===== config.mk =====
export PLATFORM = sky130hd
export DESIGN_NAME = cpu_seq_flat
export DESIGN_NICKNAME = d
export VERILOG_FILES = /design/src/rtl/cpu_seq_if.sv /design/src/rtl/cpu_seq.sv /design/src/flat_wrapper.sv
export SDC_FILE = /design/constraint.sdc
export NUM_CORES = 1
export LEC_CHECK = 0
export ABC_CLOCK_PERIOD_IN_PS = 8690
export CAP_MARGIN = 20
export CORE_MARGIN = 8
export CORE_UTILIZATION = 55
export CTS_BUF_LIST = sky130_fd_sc_hd__clkbuf_4 sky130_fd_sc_hd__clkbuf_8 sky130_fd_sc_hd__clkbuf_16
export CTS_CLUSTER_SIZE = 8
export DETAILED_ROUTE_END_ITERATION = 10
export PLACE_DENSITY = 0.79
export SLEW_MARGIN = 40
export SYNTH_ARGS = -nofsm -noshare
export SYNTH_HDL_FRONTEND = slang
export SYNTH_SLANG_ARGS = --single-unit

===== constraint.sdc =====
create_clock -name clk -period 8.69 [get_ports clk]
set_clock_uncertainty 0.15 [all_clocks]
set_input_delay 1.738 -clock clk [delete_from_list [all_inputs] [get_ports clk]]
set_output_delay 1.738 -clock clk [all_outputs]
set_load 0.02 [all_outputs]

===== src/rtl/cpu_seq_if.sv =====
// CPU-side port bundle between the sequencer (master) and the accumulator CPU (slave).
interface cpu_seq_if;
    logic       load;
    logic       ce;
    logic       cin;
    logic [6:0] opcode;
    logic [7:0] data_in;
    logic [7:0] data_out;
    logic       cout;

    modport master (output load, ce, cin, opcode, data_in, input data_out, cout);
    modport slave  (input load, ce, cin, opcode, data_in, output data_out, cout);
endinterface


===== src/rtl/cpu_seq.sv =====
// Program-driven sequencer feeding the 8-bit accumulator CPU one instruction per 3 cycles.
// Optional single-step pause between instructions when CPU_SEQ_STEP_EN is defined.
module cpu_seq #(
    parameter int DEPTH = 16,
    parameter int AW    = 4
) (
    input  logic          clk,
    input  logic          rst_n,
    input  logic          prog_we,
    input  logic [AW-1:0] prog_addr,
    input  logic [17:0]   prog_wdata,
    input  logic          start,
    input  logic          abort,
`ifdef CPU_SEQ_STEP_EN
    input  logic          step,
`endif
    output logic          busy,
    output logic          done,
    output logic [AW-1:0] pc,
    output logic [7:0]    result,
    output logic          result_cout,
    output logic          result_valid,
    cpu_seq_if.master     cpu
);

    // state    | meaning
    // IDLE     | waiting for start, program writes allowed
    // FETCH    | read buffer[pc]
    // ISSUE    | instruction on the CPU port, ce high
    // CAPTURE  | CPU result settling, sampled at end of state
    // DONE     | one-cycle done pulse
    // STEPWAIT | paused until step (step build only)
    localparam logic [2:0] IDLE     = 3'd0;
    localparam logic [2:0] FETCH    = 3'd1;
    localparam logic [2:0] ISSUE    = 3'd2;
    localparam logic [2:0] CAPTURE  = 3'd3;
    localparam logic [2:0] DONE     = 3'd4;
`ifdef CPU_SEQ_STEP_EN
    localparam logic [2:0] STEPWAIT = 3'd5;
`endif

    logic [17:0]   prog_mem [DEPTH];
    logic [17:0]   rd_word;

    logic [2:0]    state_q, state_d;
    logic [AW-1:0] pc_q, pc_d;
    logic          halt_q, halt_d;
    logic          busy_q, busy_d;
    logic          done_q, done_d;
    logic          ce_q, ce_d;
    logic          load_q, load_d;
    logic          cin_q, cin_d;
    logic [6:0]    opcode_q, opcode_d;
    logic [7:0]    data_in_q, data_in_d;
    logic [7:0]    result_q, result_d;
    logic          result_cout_q, result_cout_d;
    logic          result_valid_q, result_valid_d;

    always_ff @(posedge clk) begin
        if (prog_we && state_q == IDLE)
            prog_mem[prog_addr] <= prog_wdata;
    end

    assign rd_word = prog_mem[pc_q];

    always_comb begin
        state_d        = state_q;
        pc_d           = pc_q;
        halt_d         = halt_q;
        result_d       = result_q;
        result_cout_d  = result_cout_q;
        result_valid_d = 1'b0;

        case (state_q)
            IDLE: begin
                if (start) begin
                    state_d = FETCH;
                    pc_d    = '0;
                end
            end
            FETCH: begin
                state_d = ISSUE;
                halt_d  = rd_word[17];
            end
            ISSUE: state_d = CAPTURE;
            CAPTURE: begin
                result_d       = cpu.data_out;
                result_cout_d  = cpu.cout;
                result_valid_d = 1'b1;
                if (halt_q || pc_q == AW'(DEPTH - 1)) begin
                    state_d = DONE;
                end else begin
                    pc_d = pc_q + 1'b1;
`ifdef CPU_SEQ_STEP_EN
                    state_d = STEPWAIT;
`else
                    state_d = FETCH;
`endif
                end
            end
`ifdef CPU_SEQ_STEP_EN
            STEPWAIT: begin
                if (step)
                    state_d = FETCH;
            end
`endif
            DONE:    state_d = IDLE;
            default: state_d = IDLE;
        endcase

        // Abort overrides everything, including the capture of the in-flight result.
        if (abort && state_q != IDLE) begin
            state_d        = IDLE;
            pc_d           = pc_q;
            result_d       = result_q;
            result_cout_d  = result_cout_q;
            result_valid_d = 1'b0;
        end

        busy_d    = (state_d != IDLE);
        done_d    = (state_d == DONE);
        ce_d      = (state_d == ISSUE);
        load_d    = ce_d && rd_word[16];
        cin_d     = ce_d && rd_word[15];
        opcode_d  = ce_d ? rd_word[14:8] : opcode_q;
        data_in_d = ce_d ? rd_word[7:0]  : data_in_q;
    end

    always_ff @(posedge clk or negedge rst_n) begin
        if (!rst_n) begin
            state_q        <= IDLE;
            pc_q           <= '0;
            halt_q         <= 1'b0;
            busy_q         <= 1'b0;
            done_q         <= 1'b0;
            ce_q           <= 1'b0;
            load_q         <= 1'b0;
            cin_q          <= 1'b0;
            opcode_q       <= '0;
            data_in_q      <= '0;
            result_q       <= '0;
            result_cout_q  <= 1'b0;
            result_valid_q <= 1'b0;
        end else begin
            state_q        <= state_d;
            pc_q           <= pc_d;
            halt_q         <= halt_d;
            busy_q         <= busy_d;
            done_q         <= done_d;
            ce_q           <= ce_d;
            load_q         <= load_d;
            cin_q          <= cin_d;
            opcode_q       <= opcode_d;
            data_in_q      <= data_in_d;
            result_q       <= result_d;
            result_cout_q  <= result_cout_d;
            result_valid_q <= result_valid_d;
        end
    end

    assign busy         = busy_q;
    assign done         = done_q;
    assign pc           = pc_q;
    assign result       = result_q;
    assign result_cout  = result_cout_q;
    assign result_valid = result_valid_q;
    assign cpu.ce       = ce_q;
    assign cpu.load     = load_q;
    assign cpu.cin      = cin_q;
    assign cpu.opcode   = opcode_q;
    assign cpu.data_in  = data_in_q;

endmodule


===== src/flat_wrapper.sv =====
// flat-port wrapper written by rule: the top's interface ports become plain ports
module cpu_seq_flat 
#(
    parameter int DEPTH = 16,
    parameter int AW    = 4
)
  (clk, rst_n, prog_we, prog_addr, prog_wdata, start, abort, busy, done, pc, result, result_cout, result_valid, cpu_load, cpu_ce, cpu_cin, cpu_opcode, cpu_data_in, cpu_data_out, cpu_cout);
  cpu_seq_if cpu_i ();
  input  logic clk;
  input  logic rst_n;
  input  logic prog_we;
  input  logic [AW-1:0] prog_addr;
  input  logic [17:0] prog_wdata;
  input  logic start;
  input  logic abort;
  output logic busy;
  output logic done;
  output logic [AW-1:0] pc;
  output logic [7:0] result;
  output logic result_cout;
  output logic result_valid;
  output wire logic [$bits(cpu_i.load)-1:0] cpu_load;
  output wire logic [$bits(cpu_i.ce)-1:0] cpu_ce;
  output wire logic [$bits(cpu_i.cin)-1:0] cpu_cin;
  output wire logic [$bits(cpu_i.opcode)-1:0] cpu_opcode;
  output wire logic [$bits(cpu_i.data_in)-1:0] cpu_data_in;
  input wire logic [$bits(cpu_i.data_out)-1:0] cpu_data_out;
  input wire logic [$bits(cpu_i.cout)-1:0] cpu_cout;
  assign cpu_load = cpu_i.load;
  assign cpu_ce = cpu_i.ce;
  assign cpu_cin = cpu_i.cin;
  assign cpu_opcode = cpu_i.opcode;
  assign cpu_data_in = cpu_i.data_in;
  assign cpu_i.data_out = cpu_data_out;
  assign cpu_i.cout = cpu_cout;
  cpu_seq #(.DEPTH(DEPTH), .AW(AW)) u_core (.clk(clk), .rst_n(rst_n), .prog_we(prog_we), .prog_addr(prog_addr), .prog_wdata(prog_wdata), .start(start), .abort(abort), .busy(busy), .done(done), .pc(pc), .result(result), .result_cout(result_cout), .result_valid(result_valid), .cpu(cpu_i));
endmodule

======== Word level (Yosys, flattened, before mapping) ========
Memories as Yosys holds them, arrays and structs flattened.
Index checks and enable logic that the tools add are counted.
word-level totals
  register bits after elaboration ......... 38
  bits in latches ......................... 0
  bits in writable memories ............... 288
  bits in read-only memories .............. 0
  input bits .............................. 36
  output and inout bits ................... 34
  logic and storage cells ................. 46
  memories ................................ 1
operators by class
  $add $sub $neg .......................... 1
  $mul .................................... 0
  divide/modulo/power cells ............... 0
  $lt $le $gt $ge ......................... 0
  equal/unequal tests ..................... 8
  shift-type cells ........................ 0
  muxes and demuxes ....................... 11
  bitwise operators ....................... 1
  reduce and logical (&&, ||, !) cells .... 11
memories
  memory           depth  width  rd ports  clocked after memory_dff  write ports  line           RTL
  u_core.prog_mem  16     18     1         0                         1            cpu_seq.sv:42  logic [17:0] prog_mem [DEPTH];
operators with widths
  cell                                                             count
  3-bit case mux with 4 select lines                               1
  3-bit by 2-bit == test with 1-bit output, second input constant  3
  3-bit two-way mux                                                3
  4-bit two-way mux                                                2
  4-bit case mux with 2 select lines                               1
  3-bit nonzero test                                               2
  4-bit by 1-bit adder with 4-bit output, second input constant    1
  4-bit == test, second input constant                             1
  1-bit logical AND                                                4
  1-bit two-way mux                                                4
  2-bit inequality test, second input constant                     2
  4-bit AND reduction                                              1
  3-bit by 1-bit == test with 1-bit output, second input constant  1
  3-bit == test, second input constant                             1
  3-bit zero test                                                  1
  2-bit AND reduction                                              1
  2-bit nonzero test                                               1
  1-bit logical OR                                                 1
  1-bit inverter                                                   1

======== Depth between registers and ports, before layout ========
  depth after elaboration ................. 7
  mapped depth ............................ 8
  mapped depth without buffers ............ 5

======== Least setup slack after synthesis ========
OpenSTA, ideal clock, no wires.
  path type ............................... input port to flip-flop
  start point ............................. input prog_addr[1]
  end point ............................... memory u_core.prog_mem[0][0], enable pin
  setup time .............................. 0.416 ns
  data arrival time ....................... 3.441 ns
  data required time ...................... 8.124 ns
  path slack .............................. 4.684 ns
  cell stages on the path ................. 2
  path buffers ............................ 0
  path through ............................ or3_1 > nor3_1
RTL lines
  element      line                RTL
  from (decl)  flat_wrapper.sv:12  input logic [AW-1:0] prog_addr;
  to (decl)    cpu_seq.sv:42
No word-level cell before the write port.

======== Worst setup path in the final report ========
  start point ............................. register u_core.pc_q[3] (netlist: u_core.pc[3])
  end point ............................... output pc[3]
RTL lines
  element                 line                RTL
  from (decl)             cpu_seq.sv:46       logic [AW-1:0] pc_q, pc_d;
  from (signal assigned)  cpu_seq.sv:146      pc_q <= pc_d;
  to (decl)               flat_wrapper.sv:18  output logic [AW-1:0] pc;
No word-level cell between the ends.

==> results.sh <==
export IMPL_cts_tree="yes"
export IMPL_cp_top_family="buffers and inverters"
export IMPL_start_kind="register"
export IMPL_vias=6587
export IMPL_required_ns=6.80
export IMPL_synth_edf_count=288
export IMPL_irDropWorstVdd_mv=0.169
export IMPL_port_buffers=69
export IMPL_grt_usage_pct=20.0
export IMPL_clkLatencyLatePin_ns=0.53
export IMPL_synth_top_flop_cell="edfxtp_1"
export IMPL_timing_fmax_mhz=261
export IMPL_setup_viol=0
export IMPL_cts_resized=0
export IMPL_core_area_um2=22400
export IMPL_routed_via_density=6.30
export IMPL_max_stage_delay_ns=0.72
export IMPL_drt_pass1_iterations=6
export IMPL_grt_max_degree=58
export IMPL_pwr_share_clk_pct=40.0
export IMPL_path_buf_inv=1
export IMPL_design_die_area_um2=27700
export IMPL_holdCritPathClass="reg2reg"
export IMPL_cts_setup_buffers=0
export IMPL_hpwl_um=16300
export IMPL_cts_hold_buf=0
export IMPL_critPathKind="reg2out"
export IMPL_syn_area_per_cell_um2=19.8
export IMPL_drt_iter0_drc=750
export IMPL_drtAntennaViolNets=0
export IMPL_synth_seq_cells=326
export IMPL_routedWlPerCell_um=26.8
export IMPL_rows=55
export IMPL_switching_share_pct=25.3
export IMPL_cts_buffers=46
export IMPL_place_congestion=0.837
export IMPL_syn_nets=666
export IMPL_min_period_ns=3.83
export IMPL_grt_antenna_before_repair=0
export IMPL_p_switching_uw=1120
export IMPL_path_cells="clkdlybuf4s50_1"
export IMPL_fillCellCount=1385
export IMPL_hold_viol=0
export IMPL_finalMaxSlewViolations=0
export IMPL_drive_above_1_share_pct=22.9
export IMPL_seq_area_frac_synth_pct=77.0
export IMPL_cts_buffer_depth=3
export IMPL_area_growth_syn_to_layout_pct=20.8
export IMPL_htreeDepth=2
export IMPL_grt_ovfl_total=0
export IMPL_combPwrFrac_pct=17.2
export IMPL_critPathMaxFanout=9
export IMPL_powerDensity_nw_per_um2=294
export IMPL_cts_root_buf="clkbuf_16"
export IMPL_dpl_cell_count=959
export IMPL_grt_pass1_wl_um=42100
export IMPL_ys_types=42
export IMPL_netlist_instances=629
export IMPL_yosys_area_top_type="edfxtp_1"
export IMPL_yosys_top_cells_count="288 x edfxtp_1, 65 x mux2i_1, 44 x mux4_2"
export IMPL_yosysMostFrequentCell="edfxtp_1"
export IMPL_cts_sinks=326
export IMPL_crit_path_end_kind="output pin"
export IMPL_seq_power_share_pct=42.7
export IMPL_synth_top_area_share_pct=69.4
export IMPL_finalWirelength_um=28000
export IMPL_relSlewSlack_pct=46.2
export IMPL_io_pins=70
export IMPL_cp_slowest_cell="clkdlybuf4s50_1"
export IMPL_grt_pass1_vias=6739
export IMPL_drv_cap=0
export IMPL_arrival_ns=1.94
export IMPL_drc=0
export IMPL_netlist_top_cells_area="edfxtp_1 69%, mux4_2 8.0%, dfrtp_1 7.6%, mux2i_1 5.2%, a22oi_1 2.5%"
export IMPL_tightest_slew_ns=0.807
export IMPL_final_period_utilization_pct=44.1
export IMPL_antenna_cells=0
export IMPL_rsz0062_at_grt="false"
export IMPL_multiInputGateArea_um2=2810
export IMPL_die_w_um=167
export IMPL_synth_warnings=0
export IMPL_status="complete, no violations"
export IMPL_syn_area_um2=12500
export IMPL_start_util_pct=55.5
export IMPL_internal_power_uw=3310
export IMPL_p_leak_uw=0.00486
export IMPL_clk_pin_slew_ns=0.05
export IMPL_instances_no_fill=1045
export IMPL_layout_nets=761
export IMPL_die_h_um=167
export IMPL_async_reset_ff_share_pct=11.7
export IMPL_seq_area_um2=9600
export IMPL_tns_ns=0
cells in the final DEF, fill, tap and decap left out, types with 3 or more instances in the layout:
cell	synthesis	final
clkbuf_16	0	49
a22oi_1	41	41
edfxtp_1	288	288
nor2_4	0	12
clkdlybuf4s50_1	0	68
o211ai_1	14	14
nor3_2	0	5
mux4_2	44	44
buf_4	4	7
nand2_1	34	34
o22ai_1	4	4
nand2b_1	3	3
mux2_2	8	8
mux2i_1	65	65
dfrtp_1	38	36
clkbuf_4	0	35
nor2b_1	5	3
a21oi_1	3	3
worst paths after layout:
check | slack, ns | end | startpoint | cells after the start
worst max-delay path | 4.86 | pc[3] | u_core.pc[3]$_DFFE_PN0P_ | 1
worst min-delay path | 0.34 | u_core.result[5]$_DFFE_PN0P_ | u_core.result[5]$_DFFE_PN0P_ | 1
worst max register to register | 5.92 | u_core.prog_mem[13][8]$_DFFE_PP_ | u_core.state_q[2]$_DFF_PN0_ | 3
worst min register to register | 0.34 | u_core.result[5]$_DFFE_PN0P_ | u_core.result[5]$_DFFE_PN0P_ | 1
min in group asynchronous | 1.04 | u_core.state_q[2]$_DFF_PN0_ | rst_n | 1
max in group asynchronous | 6.96 | u_core.pc[1]$_DFFE_PN0P_ | rst_n | 1
registers in the layout (all words and copies together) (netlist names), 3 cells and up:
name and count:
u_core.prog_mem 288, u_core.cpu.opcode 7, u_core.state_q 3, u_core.cpu.data_in 8, u_core.pc 4, u_core.result 8
final cells by class:
type	count	share of cell area, %
Clock buffer	84	9.90
Inverter	2	0.0499
Timing Repair Buffer	78	5.16
Sequential cell	326	63.8
Tap cell	285	2.37
Multi-Input combinational cell	270	18.7
logic make-up (layout without fill, tap and decap cells):
family | count (synthesis) | in the layout | share of synthesized area, %
compound gates | 68 | 68 | 3.98
xor+xnor | 3 | 3 | 0.211
fa+ha+maj | 1 | 1 | 0.100
buf+inv | 33 | 164 | 1.37
flops | 326 | 326 | 77.0
mux | 119 | 119 | 14.1
simple gates | 79 | 79 | 3.22
metal layers:
layer  vias to the layer above  track usage [%]  wire (um)
li1                       2749                -          -
met1                      3444             27.4      11600
met2                       345             32.0      13300
met3                        49             4.16       2360
met4                         0             6.27        663
met5                         -                0          0
worst reg2reg max path, stage by stage (launching register included):
cell      delay (ns)
dfrtp_1         0.45
nor3_2          0.53
nand4b_1        0.50
nor2_4          0.74
through the flow:
stage          utilization [%]  total power [uW]  hold WS (ns)  setup WS, ns  cell area (um^2)
3_3_place_gp              59.9              2640         0.318          4.53             13400
4_1_cts                   66.9              4440         0.344          4.47             15000
2_1_floorplan                -              2350         0.316          4.68             12500
5_1_grt                   67.1              4560         0.360          4.82             15000
3_5_place_dp              60.3              2670         0.334          4.37             13500
6_report                  67.1              4430         0.336          4.86             15000
power by group through the flow:
stage	sequential [uW]	clock (uW)	combinational, uW
floorplan	1960	0	399
global placement	1910	0	724
detailed placement	1920	0	753
CTS	1900	1790	761
global route	1900	1850	814
finish	1890	1770	763
Note: power is estimated with default switching activity, not from simulation.
==> edit 1, RTL diff (config.mk and constraints unchanged) <==
Make the reset (`rst_n`) synchronous in one clocked block.
--- a/src/rtl/cpu_seq.sv
+++ b/src/rtl/cpu_seq.sv
@@ -128,3 +128,3 @@
 
-    always_ff @(posedge clk or negedge rst_n) begin
+    always_ff @(posedge clk) begin
         if (!rst_n) begin
Function: differs if rst_n is asserted again (counterexample within 4 cycles, from zero or initial values and one cycle with rst_n low); with rst_n held inactive, the same outputs for 10 cycles.
==> edit 1 against the unedited design <==
  * Final area decreased by 0.42%
  * Sequential cell count is 4 higher
  * Area after synthesis fell by 0.43%
  * Cell count fell by 3.1%
  * Count of clock-buffer cells in the layout up 2
  * Largest cell class unchanged
  * Non-clock buffer count is 2 lower
  * Setup slack worse by 0.029 ns
  * Sequential share of layout area is 0.44 points lower
  * Wire length shrank 0.93%
Power is not compared: it rests on default switching activity, and its combinational part moved more than twofold at a synthesized area within 25%.
==> edit 1: results (changes against the unedited design) <==
Status
  • Status: complete, no violations

Worst hold path
  • Hold Crit Endpoint: u_core.result[7]
  • HP Class: reg2reg
  • Worst hold path depth: 2 (+1)
  • Hold path start: u_core.result[7]

Drt
  • Wire per inst: 27.3 um (+2.2%)
  • DR vias: 6238 (-5.3%)
  • Drt first-iter violations: 645 (-14%)
  • Top Metal Used: met4
  • Metal3 WL: 1990 um (-16%)
  • Met2 Wirelength: 13400 um (+0.89%)
  • DRT Pass-1 Iters: 5 (-1)
  • Wl on met1: 11200 um (-3.3%)

Clocking
  • TritonCTS Buffers: 47 (+2.2%)
  • Post-cts sizing count: 0 (unchanged)
  • Clock Latency Late Sink: 0.53 ns (about the same)
  • H-tree Lvls: 2 (unchanged)
  • Post-CTS Setup Bufs: 0 (unchanged)
  • Worst-case clock buffer depth: 3 (unchanged)
  • Root Buffer: clkbuf_16
  • Clock transition at path regs: 0.05 ns (about the same)

Finish
  • Layout cells sized above 1: 0.284 (+0.0554)
  • Reg with most FFs: u_core.prog_mem
  • Nets@finish: 727 (-4.5%)
  • Max reg flops: 288 (unchanged)
  • FILL cells: 1339 (-3.3%)
  • Non-Filler Instances: 1013 (-3.1%)
  • Ant. Diodes: 0 (unchanged)

Global routing
  • First-pass GRT wire length: 41900 um (-0.56%)
  • GR Util All Layers: 0.203 (+0.00249)
  • Pin count of the biggest net entering global routing: 72 (+24%)
  • Initial antenna violation count: 0 (unchanged)
  • Vias in the first global route: 6748 (+0.13%)

Logic synthesis
  • Number of synthesized flops with an enable pin: 288 (unchanged)
  • Post-Syn Nets: 631 (-5.3%)
  • Synthesized area per cell: 20.9 sq um (+5.4%)
  • Yosys cell types: 39 (-7.1%)
  • Top cells by area, synth: edfxtp_1 70%, mux4_2 13%, dfxtp_1 6.8%
  • Most frequent cells after synthesis: 288 x edfxtp_1, 74 x mux4_2, 42 x dfxtp_1, 26 x nand2_1, 19 x nor2_1
  • Synth warnings: 0 (unchanged)
  • Async SR Flop Fraction: 0 (-0.117)
  • Sequential cell area fraction in the yosys report: 0.765 (-0.00553)

Power
  • P_leak: 4.67 nW
  • Peak VDD IR: 173 uV

Placement
  • Port Buffers: 69 (unchanged)
  • Dpl cells: 926 (-3.4%)
  • Post-DP HPWL: 15100 um (-7.7%)
  • Gpl congestion: 0.838 (+0.19%)

Critical path
  • Critical Path AT: 3.86 ns (+1.92 ns)
  • Worst reg-to-reg setup slack: 5.84 ns (-0.08 ns)
  • Crit path max fanout: 18 (+9)
  • Reg2Reg Depth: 4 (+1)
  • R2r endpoint: u_core.cpu.cin

Timing
  • Slew headroom: 0.441 (-0.0209)
-- edit 1: cell count changes in the layout (fill, tap and decap cells not counted), moves of 14 or more --
cell / unedited run / this run
mux2i_1: 65 / 16
dfxtp_1: 0 / 39
dfrtp_1: 36 / 0
mux4_2: 44 / 74
a22oi_1: 41 / 15
o21ai_0: 1 / 17
o211ai_1: 14 / 0
-- edit 1: stage by stage --
step | utilization | hold WS, ns | cell area, sq um | worst slack (ns)
2_1_floorplan | - | 0.333 | 12400 | 4.28
3_5_place_dp | 0.602 | 0.321 | 13500 | 4.39
4_1_cts | 0.670 | 0.328 | 15000 | 4.85
3_3_place_gp | 0.599 | 0.303 | 13400 | 4.19
6_report | 0.670 | 0.324 | 15000 | 4.83
5_1_grt | 0.670 | 0.345 | 15000 | 4.81
-- edit 1: cell families after synthesis --
group / after synthesis / synth area share
simple gates: 74 / 0.0297
flops: 330 / 0.765
compound gates: 48 / 0.0252
buf+inv: 32 / 0.0141
xor+xnor: 3 / 0.00212
fa+ha+maj: 1 / 0.00101
mux: 106 / 0.163
-- edit 1: power by group --
group | switching (mW) | internal, mW
logic | 0.0573 | 0.0330
clock network | 0.631 | 1.16
registers | 0.00826 | 1.74
total | 0.697 | 2.94
-- edit 1: how the worst max path moves through the flow --
stage,startpoint,endpoint,slack [ns]
after floorplan,prog_we,u_core.prog_mem[0][0],4.28
after global placement,prog_we,u_core.prog_mem[4][11],4.19
after detailed placement,prog_we,u_core.prog_mem[4][11],4.39
after CTS,prog_we,u_core.prog_mem[12][13],4.85
after global routing,prog_we,u_core.prog_mem[8][2],4.81
final,prog_we,u_core.prog_mem[12][14],4.83
-- edit 1: cell type report --
cell class | instances | area [sq um] | area share
Tap cell | 285 | 357 | 0.0238
Sequential cell | 330 | 9500 | 0.634
Inverter | 3 | 11.3 | 0.000752
Clock buffer | 86 | 1500 | 0.100
Clock inverter | 1 | 8.76 | 0.000585
Multi-Input combinational cell | 232 | 2850 | 0.190
Timing Repair Buffer | 76 | 751 | 0.0501
-- edit 1: critical path: stages --
cell             delay, ns
clkdlybuf4s50_1       0.52
or4b_1                0.52
or3_1                 0.50
nor2_4                0.57
-- edit 1: per-layer routing --
layer  track usage  up-vias
met4        0.0889        0
met1         0.259     3228
met5             0        -
met3        0.0452       69
met2         0.330      306
li1              -     2635
==> edit 2, RTL diff (same flow settings) <==
Made on the original files. `DEPTH` is set to 16 in 2 places; all go to 64.
--- a/src/rtl/cpu_seq.sv
+++ b/src/rtl/cpu_seq.sv
@@ -3,3 +3,3 @@
 module cpu_seq #(
-    parameter int DEPTH = 16,
+    parameter int DEPTH = 64,
     parameter int AW    = 4
--- a/src/flat_wrapper.sv
+++ b/src/flat_wrapper.sv
@@ -3,3 +3,3 @@
 #(
-    parameter int DEPTH = 16,
+    parameter int DEPTH = 64,
     parameter int AW    = 4
Formal check against the unedited RTL: no difference found for any inputs over 4 cycles, from zero or initial values and one cycle with rst_n low; that may be too few to reach the edited logic, so the function may still have changed.
==> edit 2 against the unedited design <==
  * Die area is 0.54% higher
  * Sequential cell count stayed put
  * Cell count is 3.0% higher
  * Area after synthesis is 0.59% higher
  * Setup slack worse by 0.00054 ns
  * Global-route usage is 0.83 points higher
  * Total power is 2.0% lower
  * Critical path depth is 1 higher
  * Worst hold slack better by 0.018 ns
  * Utilization hardly changed
  * Wire length is 4.4% higher
  * Final area is 0.35% higher
  * Highest routed layer is now met5
==> edit 2: results (changes against the unedited design) <==
Status
  • Status: complete, no violations

Logic synthesis
  • Top cells by area, synth: edfxtp_1 69%, mux2i_1 8.0%, dfrtp_1 7.6%
  • Most frequent cells after synthesis: 288 x edfxtp_1, 100 x mux2i_1, 46 x a22oi_1, 38 x dfrtp_1, 26 x nand2_1
  • Yosys cell types: 43 (+2.4%)

Finish
  • Nets@finish: 790 (+3.8%)
  • FILL cells: 1373 (-0.87%)

Timing
  • Final hold slack: 0.354 ns (+0.0181 ns)
  • Slew headroom: 0.472 (+0.00950)

Power
  • Psw: 1.11 mW (-1.0%)
  • Clk pwr share: 0.402 (+0.002)
  • Peak VDD IR: 157 uV (-7.0%)
  • Internal power: 3.23 mW (-2.3%)
  • P_leak: 4.84 nW (-0.30%)

Critical path
  • Worst reg-to-reg setup slack: 5.64 ns (-0.28 ns)
  • CP peak stage delay: 0.69 ns (-0.03 ns)
  • Crit path max fanout: 27 (+18)
  • Reg-to-Reg Start: u_core.pc[1]

Global routing
  • GR Util All Layers: 0.209 (+0.00833)
  • Vias in the first global route: 7221 (+7.2%)
  • Initial antenna violation count: 1 (+1)

Drt
  • WL final: 29200 um (+4.4%)
  • DRT Pass-1 Iters: 5 (-1)
  • Vias per inst: 6.30 (-0.12%)
  • DR vias: 6774 (+2.8%)

Placement
  • Placed Area: 0.0136 sq mm (+0.55%)
  • Post-DP HPWL: 16300 um (-0.43%)
  • Place WS: 4.38 ns (+0.00907 ns)

Worst hold path
  • Hold path start: u_core.result[6]
  • Hold Crit Endpoint: u_core.result[6]
edit 2: area by class of cell:
cell class | count | area, sq um | area share
sequential | 326 | 9600 | 0.636
multi-input combinational | 295 | 2850 | 0.189
clock buffer | 83 | 1440 | 0.0951
timing repair buffer | 81 | 806 | 0.0534
tap | 285 | 357 | 0.0236
clock inverter | 3 | 33.8 | 0.00224
inverter | 3 | 11.3 | 0.000746
edit 2: kinds of logic (layout without fill, tap and decap cells):
group                    Yosys count  in the layout  share of synthesized area
buffers and inverters             40            170                     0.0163
AND/OR/NAND/NOR                   71             71                     0.0300
AO/OA/AOI/OAI                     88             88                     0.0541
adder cells (fa/ha/maj)            1              1                   0.000998
multiplexers                     134            134                      0.132
XOR/XNOR                           1              1                   0.000699
flip-flops                       326            326                      0.766
edit 2: metal layers:
metal | track usage | routed length, um
met5 | 0 | 13
met4 | 0.0979 | 1210
met3 | 0.0636 | 2680
met2 | 0.334 | 14000
met1 | 0.257 | 11300
